$ cat config.mk
export PLATFORM = sky130hd
export DESIGN_NAME = noise_poly_scheduler_flat
export DESIGN_NICKNAME = d
export VERILOG_FILES = /design/src/rtl/noise_sched_pkg.sv /design/src/rtl/noise_poly_scheduler_if.sv /design/src/rtl/noise_wr_stage.sv /design/src/rtl/noise_poly_scheduler.sv /design/src/flat_wrapper.sv
export SDC_FILE = /design/constraint.sdc
export NUM_CORES = 1
export LEC_CHECK = 0
export CORE_MARGIN = 2
export CORE_UTILIZATION = 42
export CTS_CLUSTER_SIZE = 40
export DETAILED_ROUTE_END_ITERATION = 8
export MAX_ROUTING_LAYER = met4
export PLACE_DENSITY = 0.78
export SLEW_MARGIN = 20
export SYNTH_ARGS = -nofsm -noshare
export SYNTH_HDL_FRONTEND = slang
export SYNTH_SLANG_ARGS = --single-unit
$ cat constraint.sdc
create_clock -name clk -period 2.2 [get_ports clk]
set_input_delay 0.22 -clock clk [delete_from_list [all_inputs] [get_ports clk]]
set_output_delay 0.22 -clock clk [all_outputs]
set_load 0.05 [all_outputs]
$ cat src/rtl/noise_sched_pkg.sv
// rtl/noise_sched_pkg.sv - shared constants, state encoding and write-beat type for the noise polynomial scheduler
package noise_sched_pkg;

    localparam logic [2:0] ST_IDLE      = 3'd0;
    localparam logic [2:0] ST_LAUNCH    = 3'd1;
    localparam logic [2:0] ST_WAIT_DONE = 3'd2;
    localparam logic [2:0] ST_GAP       = 3'd3;
    localparam logic [2:0] ST_FINISH    = 3'd4;

    localparam int POLY_WORDS    = 512;
    localparam int NUM_POLYS_DEF = 3;
    localparam int LOCAL_AW      = 9;
    localparam int BANK_AW       = 11;
    localparam int IDX_W         = 2;
    localparam int DATA_W        = 16;
    localparam int WCNT_W        = 10;

    typedef struct packed {
        logic                we;
        logic [LOCAL_AW-1:0] addr;
        logic [DATA_W-1:0]   data;
    } wr_beat_t;

    // Bank address places each polynomial in its own POLY_WORDS-sized window.
    function automatic logic [BANK_AW-1:0] bank_addr(input logic [IDX_W-1:0] idx,
                                                     input logic [LOCAL_AW-1:0] local_addr);
        return {idx, local_addr};
    endfunction

endpackage

$ cat src/rtl/noise_poly_scheduler_if.sv
// rtl/noise_poly_scheduler_if.sv - control, sampler and bank-write signals of the noise polynomial scheduler
interface noise_poly_scheduler_if;
    import noise_sched_pkg::*;

    logic                req;
    logic                fresh_seed;
    logic                busy;
    logic                batch_done;
    logic [IDX_W-1:0]    poly_idx;
    logic                err;
    logic                bs_start;
    logic                bs_reseed_needed;
    logic                bs_done;
    logic                bs_poly_wea;
    logic [LOCAL_AW-1:0] bs_poly_addra;
    logic [DATA_W-1:0]   bs_poly_dia;
    logic                mem_wea;
    logic [BANK_AW-1:0]  mem_addra;
    logic [DATA_W-1:0]   mem_dia;

    modport master (
        input  req, fresh_seed, bs_done, bs_poly_wea, bs_poly_addra, bs_poly_dia,
        output busy, batch_done, poly_idx, err, bs_start, bs_reseed_needed,
               mem_wea, mem_addra, mem_dia
    );

    modport slave (
        output req, fresh_seed, bs_done, bs_poly_wea, bs_poly_addra, bs_poly_dia,
        input  busy, batch_done, poly_idx, err, bs_start, bs_reseed_needed,
               mem_wea, mem_addra, mem_dia
    );

endinterface

$ cat src/rtl/noise_wr_stage.sv
// rtl/noise_wr_stage.sv - registered sampler-to-bank write remap; optional write counter under NOISE_SCHED_WRCHECK_EN
module noise_wr_stage
    import noise_sched_pkg::*;
#(
    parameter int WORDS = POLY_WORDS
) (
    input  logic               clk,
    input  logic               rst_n,
    input  logic               accept,
    input  logic               launch,
    input  logic               check,
    input  logic [IDX_W-1:0]   poly_idx,
    input  wr_beat_t           beat,
    output logic               mem_wea,
    output logic [BANK_AW-1:0] mem_addra,
    output logic [DATA_W-1:0]  mem_dia,
    output logic               err
);

    logic               wea_q, wea_d;
    logic [BANK_AW-1:0] addr_q, addr_d;
    logic [DATA_W-1:0]  dia_q, dia_d;

    // Address/data hold their last value between writes to avoid needless bank-bus toggling.
    always_comb begin
        wea_d  = beat.we & accept;
        addr_d = addr_q;
        dia_d  = dia_q;
        if (beat.we && accept) begin
            addr_d = bank_addr(poly_idx, beat.addr);
            dia_d  = beat.data;
        end
    end

    always_ff @(posedge clk or negedge rst_n) begin
        if (!rst_n) begin
            wea_q  <= 1'b0;
            addr_q <= '0;
            dia_q  <= '0;
        end else begin
            wea_q  <= wea_d;
            addr_q <= addr_d;
            dia_q  <= dia_d;
        end
    end

    assign mem_wea   = wea_q;
    assign mem_addra = addr_q;
    assign mem_dia   = dia_q;

`ifdef NOISE_SCHED_WRCHECK_EN
    logic [WCNT_W-1:0] cnt_q, cnt_d, cnt_now;
    logic              err_q, err_d;

    // The final write coincides with the completion pulse, so it is included in the compare.
    always_comb begin
        cnt_now = cnt_q + {{(WCNT_W-1){1'b0}}, wea_d};
        cnt_d   = launch ? '0 : cnt_now;
        err_d   = err_q | (check && (cnt_now != WCNT_W'(WORDS)));
    end

    always_ff @(posedge clk or negedge rst_n) begin
        if (!rst_n) begin
            cnt_q <= '0;
            err_q <= 1'b0;
        end else begin
            cnt_q <= cnt_d;
            err_q <= err_d;
        end
    end

    assign err = err_q;
`else
    logic unused_cfg;
    assign unused_cfg = launch ^ check ^ (WORDS != 0);
    assign err        = 1'b0;
`endif

endmodule

$ cat src/rtl/noise_poly_scheduler.sv
// rtl/noise_poly_scheduler.sv - sequences binomial-sampler runs over a batch of polynomials; NOISE_SCHED_WRCHECK_EN adds write-count checking
module noise_poly_scheduler
    import noise_sched_pkg::*;
#(
    parameter int NUM_POLYS  = NUM_POLYS_DEF,
    parameter int POLY_WORDS = noise_sched_pkg::POLY_WORDS
) (
    input  logic                   clk,
    input  logic                   rst_n,
    noise_poly_scheduler_if.master bus
);

    localparam logic [IDX_W-1:0] LAST_IDX = IDX_W'(NUM_POLYS - 1);

    logic [2:0]       state_q, state_d;
    logic [IDX_W-1:0] idx_q, idx_d;
    logic             fresh_q, fresh_d;
    logic             busy_q, busy_d;
    logic             done_q, done_d;
    logic             start_q, start_d;
    logic             reseed_q, reseed_d;

    // Launch outputs are computed one state ahead so bs_start is a flop that is high during LAUNCH.
    always_comb begin
        state_d  = state_q;
        idx_d    = idx_q;
        fresh_d  = fresh_q;
        busy_d   = busy_q;
        done_d   = 1'b0;
        start_d  = 1'b0;
        reseed_d = 1'b0;
        case (state_q)
            ST_IDLE: begin
                if (bus.req) begin
                    fresh_d  = bus.fresh_seed;
                    idx_d    = '0;
                    busy_d   = 1'b1;
                    start_d  = 1'b1;
                    reseed_d = bus.fresh_seed;
                    state_d  = ST_LAUNCH;
                end
            end
            ST_LAUNCH: state_d = ST_WAIT_DONE;
            ST_WAIT_DONE: begin
                if (bus.bs_done) begin
                    if (idx_q == LAST_IDX) begin
                        done_d  = 1'b1;
                        busy_d  = 1'b0;
                        state_d = ST_FINISH;
                    end else begin
                        idx_d   = idx_q + IDX_W'(1);
                        state_d = ST_GAP;
                    end
                end
            end
            ST_GAP: begin
                start_d  = 1'b1;
                reseed_d = fresh_q && (idx_q == '0);
                state_d  = ST_LAUNCH;
            end
            ST_FINISH: state_d = ST_IDLE;
            default:   state_d = ST_IDLE;
        endcase
    end

    always_ff @(posedge clk or negedge rst_n) begin
        if (!rst_n) begin
            state_q  <= ST_IDLE;
            idx_q    <= '0;
            fresh_q  <= 1'b0;
            busy_q   <= 1'b0;
            done_q   <= 1'b0;
            start_q  <= 1'b0;
            reseed_q <= 1'b0;
        end else begin
            state_q  <= state_d;
            idx_q    <= idx_d;
            fresh_q  <= fresh_d;
            busy_q   <= busy_d;
            done_q   <= done_d;
            start_q  <= start_d;
            reseed_q <= reseed_d;
        end
    end

    assign bus.busy             = busy_q;
    assign bus.batch_done       = done_q;
    assign bus.poly_idx         = idx_q;
    assign bus.bs_start         = start_q;
    assign bus.bs_reseed_needed = reseed_q;

    wr_beat_t beat;
    assign beat = {bus.bs_poly_wea, bus.bs_poly_addra, bus.bs_poly_dia};

    // idx_q is still the pre-increment value on the bs_done cycle, so the last write lands in the right window.
    noise_wr_stage #(
        .WORDS (POLY_WORDS)
    ) u_wr_stage (
        .clk       (clk),
        .rst_n     (rst_n),
        .accept    (state_q != ST_IDLE),
        .launch    (state_q == ST_LAUNCH),
        .check     ((state_q == ST_WAIT_DONE) && bus.bs_done),
        .poly_idx  (idx_q),
        .beat      (beat),
        .mem_wea   (bus.mem_wea),
        .mem_addra (bus.mem_addra),
        .mem_dia   (bus.mem_dia),
        .err       (bus.err)
    );

endmodule

$ cat src/flat_wrapper.sv
// flat-port wrapper written by rule: the top's interface ports become plain ports
module noise_poly_scheduler_flat import noise_sched_pkg::*;
#(
    parameter int NUM_POLYS  = NUM_POLYS_DEF,
    parameter int POLY_WORDS = noise_sched_pkg::POLY_WORDS
)
  (clk, rst_n, bus_req, bus_fresh_seed, bus_bs_done, bus_bs_poly_wea, bus_bs_poly_addra, bus_bs_poly_dia, bus_busy, bus_batch_done, bus_poly_idx, bus_err, bus_bs_start, bus_bs_reseed_needed, bus_mem_wea, bus_mem_addra, bus_mem_dia);
  noise_poly_scheduler_if bus_i ();
  input  logic clk;
  input  logic rst_n;
  input wire logic [$bits(bus_i.req)-1:0] bus_req;
  input wire logic [$bits(bus_i.fresh_seed)-1:0] bus_fresh_seed;
  input wire logic [$bits(bus_i.bs_done)-1:0] bus_bs_done;
  input wire logic [$bits(bus_i.bs_poly_wea)-1:0] bus_bs_poly_wea;
  input wire logic [$bits(bus_i.bs_poly_addra)-1:0] bus_bs_poly_addra;
  input wire logic [$bits(bus_i.bs_poly_dia)-1:0] bus_bs_poly_dia;
  output wire logic [$bits(bus_i.busy)-1:0] bus_busy;
  output wire logic [$bits(bus_i.batch_done)-1:0] bus_batch_done;
  output wire logic [$bits(bus_i.poly_idx)-1:0] bus_poly_idx;
  output wire logic [$bits(bus_i.err)-1:0] bus_err;
  output wire logic [$bits(bus_i.bs_start)-1:0] bus_bs_start;
  output wire logic [$bits(bus_i.bs_reseed_needed)-1:0] bus_bs_reseed_needed;
  output wire logic [$bits(bus_i.mem_wea)-1:0] bus_mem_wea;
  output wire logic [$bits(bus_i.mem_addra)-1:0] bus_mem_addra;
  output wire logic [$bits(bus_i.mem_dia)-1:0] bus_mem_dia;
  assign bus_i.req = bus_req;
  assign bus_i.fresh_seed = bus_fresh_seed;
  assign bus_i.bs_done = bus_bs_done;
  assign bus_i.bs_poly_wea = bus_bs_poly_wea;
  assign bus_i.bs_poly_addra = bus_bs_poly_addra;
  assign bus_i.bs_poly_dia = bus_bs_poly_dia;
  assign bus_busy = bus_i.busy;
  assign bus_batch_done = bus_i.batch_done;
  assign bus_poly_idx = bus_i.poly_idx;
  assign bus_err = bus_i.err;
  assign bus_bs_start = bus_i.bs_start;
  assign bus_bs_reseed_needed = bus_i.bs_reseed_needed;
  assign bus_mem_wea = bus_i.mem_wea;
  assign bus_mem_addra = bus_i.mem_addra;
  assign bus_mem_dia = bus_i.mem_dia;
  noise_poly_scheduler #(.NUM_POLYS(NUM_POLYS), .POLY_WORDS(POLY_WORDS)) u_core (.clk(clk), .rst_n(rst_n), .bus(bus_i));
endmodule
-- After elaboration in Yosys (flattened, before gate mapping)
Index checks and enable logic that the tools add are counted.
W data, S select, Z words.
- bits in registers: 38
- word-level logic and storage cells: 49
- output and inout port bits: 35
- input port bits: 31
- reduce and logical (&&, ||, !) cells: 10
- eq/ne operators: 8
- mux-type cells: 19
- add/subtract/negate cells: 1
- bitwise logic cells: 1
- operator list (cell ; number):
    $pmux W3 S4 ; 1
    $mux W3 ; 3
    $mux W1 ; 8
    $reduce_and A4 Y1 ; 2
    $eq A3 B2 Y1 const B ; 2
    $mux W2 ; 3
    $ne A2 B2 Y1 const B ; 3
    $pmux W1 S2 ; 3
    $pmux W2 S2 ; 1
    $reduce_and A2 Y1 ; 2
    $eq A3 B1 Y1 const B ; 1
    $logic_not A3 Y1 ; 1
    $reduce_bool A3 Y1 ; 1
    $add A2 B1 Y2 const B ; 1
    $eq A2 B2 Y1 const B ; 1
    $logic_and A1 B1 Y1 ; 2
    $logic_not A2 Y1 ; 1
    $ne A2 B1 Y1 const B ; 1
    $reduce_bool A2 Y1 ; 1
    $and A1 B1 Y1 ; 1

-- Longest topological paths before layout
- word-level depth: 4
- depth in mapped cells: 5
- mapped depth without buffers: 5

-- By module
From an unflattened synthesis, not the netlist that was laid out.
- cells, all modules: 113
- area total of the unflattened synthesis: 1640.3 sq um
- modules (own cells, without submodules) (module ; cells each ; times used ; sequential area each (sq um) ; area an instance (sq um)):
    noise_wr_stage ; 61 ; 1 ; 700.7 ; 1124.8
    noise_poly_scheduler ; 52 ; 1 ; 250.2 ; 515.5

-- Worst setup path before layout
Ideal clock, no wire load.
- kind: register to register
- start: reg u_core.state_q[2]
- end: reg u_core.u_wr_stage.addr_q[0], in the netlist u_core.u_wr_stage.mem_addra[0]
- arrival time: 1.559 ns
- setup time: 0.125 ns
- required time: 2.075 ns
- buffers on the path: 2
- clock period less this slack: 1.684 ns
- slack: 0.516 ns
- cell stages (with the launch flop): 6
- cell sequence: dfrtp_1 > or2_1 > buf_6 > o21ai_4 > buf_12 > mux2_4
- longest elaborated chain between the ends: 2
- RTL lines (what ; line ; RTL):
    from (decl) ; noise_poly_scheduler.sv:15 ; logic [2:0] state_q, state_d;
    from (signal assigned) ; noise_poly_scheduler.sv:76 ; state_q <= state_d;
    $reduce_bool A3 Y1 ; noise_poly_scheduler.sv:101 ; .accept (state_q != ST_IDLE),
    $logic_and A1 B1 Y1 ; noise_wr_stage.sv:29 ; if (beat.we && accept) begin
    to (signal assigned) ; noise_wr_stage.sv:42 ; addr_q <= addr_d;
    to (decl) ; noise_wr_stage.sv:21 ; logic [BANK_AW-1:0] addr_q, addr_d;
Every way passes these cells.
A chain may end at the register's enable or synchronous reset.

-- Final worst setup path
- start: reg u_core.idx_q[1], in the netlist u_core.bus.poly_idx[1]
- end: out bus_poly_idx[1]
- RTL lines (what ; line ; RTL):
    from (decl) ; noise_poly_scheduler.sv:16 ; logic [IDX_W-1:0] idx_q, idx_d;
    from (signal assigned) ; noise_poly_scheduler.sv:77 ; idx_q <= idx_d;
    to (decl) ; flat_wrapper.sv:19 ; output wire logic [$bits(bus_i.poly_idx)-1:0] bus_poly_idx;
No word-level cell between the ends.

==> summary.txt <==
Run status
  – Status: finished clean

Clock network
  – Clk buf depth: 2
  – CTS tree: built
  – CTS sink count: 38
  – Clk_lat worst skew: 0.28 ns
  – Cts repair resizes: 0
  – CTS Hold Buffers Added: 0
  – Root Buffer: clkbuf_8
  – CTS buffer count: 5
  – H-tree depth: 2
  – Clock slew at reported path FFs: 0.07 ns
  – Postcts setup bufs: 0

Routing
  – Total wire length: 3220 µm
  – Final ANT Viol Nets: 0
  – DR vias: 1103
  – DR iter-0 viols: 18
  – Via density: 4.88
  – Routed length per instance: 14.3 µm
  – Detailed-route DRC error count: 0
  – DRT Pass-1 Iters: 4

Synthesis
  – Avg Inst Size Synth: 14.7 µm²
  – Post-synthesis net count: 143
  – Netlist cell types: 22
  – Area leader, netlist: dfrtp_1
  – Cells after Synth: 110
  – Post-synthesis sequential area ratio: 0.586
  – Synthesized flop and latch total: 38
  – Warnings, synthesis: 0
  – Post-synth top area share: 0.586
  – Synth area leaders: dfrtp_1, mux2_4, mux2_2
  – Post-Syn Area: 1620 µm²

Place
  – Port Buffers: 64
  – GPL Wtd Cong: 0.726
  – Area after DPL: 2270 µm²
  – Detailed placement HPWL: 2440 µm

Layout
  – Fillers: 289
  – Commonest non-fill, non-tap cell in the layout: clkdlybuf4s50_1
  – Layout area overhead: 44.8%
  – Post-layout net count: 211
  – Multi-input gate area: 597 µm²
  – Commonest non-fill, non-tap cells in the layout: clkdlybuf4s50_1, dfrtp_1, mux2_4
  – Finished layout cell area: 2350 µm²
  – Antenna cells: 0
  – Reg area: 951 µm²
  – Layout cell share with drive strength beyond 1: 0.225

Worst setup path
  – Slowest stage delay, CP: 0.83 ns
  – CP arrival: 1.56 ns
  – CP bufs+invs: 1
  – Crit path cell chain: clkdlybuf4s50_1
  – Worst EP required: 1.98 ns
  – CP Max Fanout: 6
  – CP max stage cell: clkdlybuf4s50_1
  – Reg-to-reg slack, setup: 0.44 ns
  – Crit Path Category: reg2out
  – Crit path max-delay family: buffers and inverters
  – Critical Path End Type: output pin
  – Worst setup SP type: register

Floorplan
  – Core region area: 3690 µm²
  – Initial Util: 0.440
  – Rows: 22
  – Die area: 4370 µm²
  – Die X: 66.1 µm
  – Die H: 66.1 µm
  – I/O pins: 66

Power
  – Peak supply drop: 0.643 mV
  – PwrDens: 1770 nW/µm²
  – Static Leak: 1.05 nW

Timing
  – RSZ-0062 raised after global routing: no
  – Final Max Tran Viols: 0
  – Final Hold Fails: 0
  – Worst slew pin tran: 0.798 ns
  – Max-slew headroom: 0.468
  – Min Tclk post-route: 1.78 ns
  – Tcrit/Tclk final: 0.807
  – # setup viols final: 0
  – F_max: 563 MHz
  – Setup TNS: 0 ns
  – Worst Clk Skew: 0.00779 ns

Hold path
  – Tightest Hold Check Type: in2async

Global route
  – Largest net degree at the start of global routing: 39
  – GRT Resource Usage Total: 0.162
  – Grt ovf: 0
  – Vias in the first global route: 1116
  – First-pass GRT wire length: 5060 µm
  – Initial antenna violation count: 0

Flow run
  – Max-cap violations: 0
-- logic make-up (layout without fill, tap and decap cells) --
logic type	after synthesis	count (layout)	share of synthesized area
AOI/OAI and AO/OA	10	10	0.0378
adders and majority gates	2	2	0.0154
buffers and inverters	8	76	0.0455
DFF	38	38	0.586
muxes	28	28	0.238
other	1	1	0.00231
and+or+nand+nor	23	23	0.0741
-- layout make-up --
class	instances	share of cell area
clock buffer	5	0.0293
clock inverter	2	0.00426
inverter	3	0.00479
multi-input combinational	64	0.254
sequential	38	0.405
tap	48	0.0256
timing repair buffer	66	0.277
-- synth_stat cells --
library cell  count
mux2_2            9
a21oi_1           4
o21ai_0           5
nand2b_1          2
nand2_1           2
nand3_1           6
clkbuf_1          1
ha_1              2
buf_6             1
inv_1             3
buf_12            2
conb_1            1
nor2_1            6
or3b_2            1
or2_1             1
o21ai_4           1
nor2b_1           1
nand3b_1          1
buf_4             1
nand4_1           3
dfrtp_1          38
mux2_4           19
-- flip-flops by register name (all words and copies together) (netlist names) --
| register | count |
|---|---|
| u_core.u_wr_stage.mem_dia | 16 |
| u_core.u_wr_stage.mem_addra | 11 |
| u_core.state_q | 3 |
| u_core.bus.poly_idx | 2 |
| u_core.bus.batch_done | 1 |
| u_core.bus.bs_reseed_needed | 1 |
| u_core.bus.bs_start | 1 |
| u_core.bus.busy | 1 |
| u_core.fresh_q | 1 |
| u_core.u_wr_stage.mem_wea | 1 |
-- through the flow --
| stage | worst slack, ns | hold slack [ns] | util | cells | total power, mW |
|---|---|---|---|---|---|
| after floorplan | 0.516 | -0.0756 | - | 110 | 3.00 |
| after global placement | 0.435 | 0.349 | 0.615 | 219 | 3.69 |
| after detailed placement | 0.403 | 0.363 | 0.615 | 219 | 3.75 |
| after CTS | 0.400 | 0.0491 | 0.637 | 226 | 4.20 |
| after global routing | 0.347 | 0.0832 | 0.637 | 226 | 4.37 |
| final | 0.424 | 0.0211 | 0.637 | 226 | 4.16 |
-- worst paths after layout --
| check | startpoint | end | cells past startpoint |
|---|---|---|---|
| hold reg to reg | u_core.u_wr_stage.mem_dia[12]$_DFFE_PN0P_ | u_core.u_wr_stage.mem_dia[12]$_DFFE_PN0P_ | 1 |
| hold / removal | rst_n | u_core.bus.bs_reseed_needed$_DFF_PN0_ | 1 |
| setup reg to reg | u_core.state_q[0]$_DFFE_PN0P_ | u_core.u_wr_stage.mem_addra[8]$_DFFE_PN0P_ | 4 |
| max in group asynchronous | rst_n | u_core.u_wr_stage.mem_dia[8]$_DFFE_PN0P_ | 1 |
| setup / recovery | u_core.bus.poly_idx[1]$_DFFE_PN0P_ | bus_poly_idx[1] | 1 |
| min in group clk | u_core.u_wr_stage.mem_dia[12]$_DFFE_PN0P_ | u_core.u_wr_stage.mem_dia[12]$_DFFE_PN0P_ | 1 |
-- power by group --
part | total, mW | switching, mW | internal (mW) | leakage (nW)
logic | 2.47 | 1.48 | 0.987 | 0.552
registers | 1.26 | 0.233 | 1.03 | 0.455
clock network | 0.432 | 0.220 | 0.212 | 0.0438
total | 4.16 | 1.93 | 2.22 | 1.05
-- metal layers --
metal / global-route usage / share of wire / vias to the layer above
li1: - / - / 510
met1: 0.201 / 0.41 / 542
met2: 0.244 / 0.50 / 46
met3: 0.0528 / 0.070 / 5
met4: 0.0689 / 0.019 / 0
met5: - / 0 / -
Power figures use the tool's default switching activity.
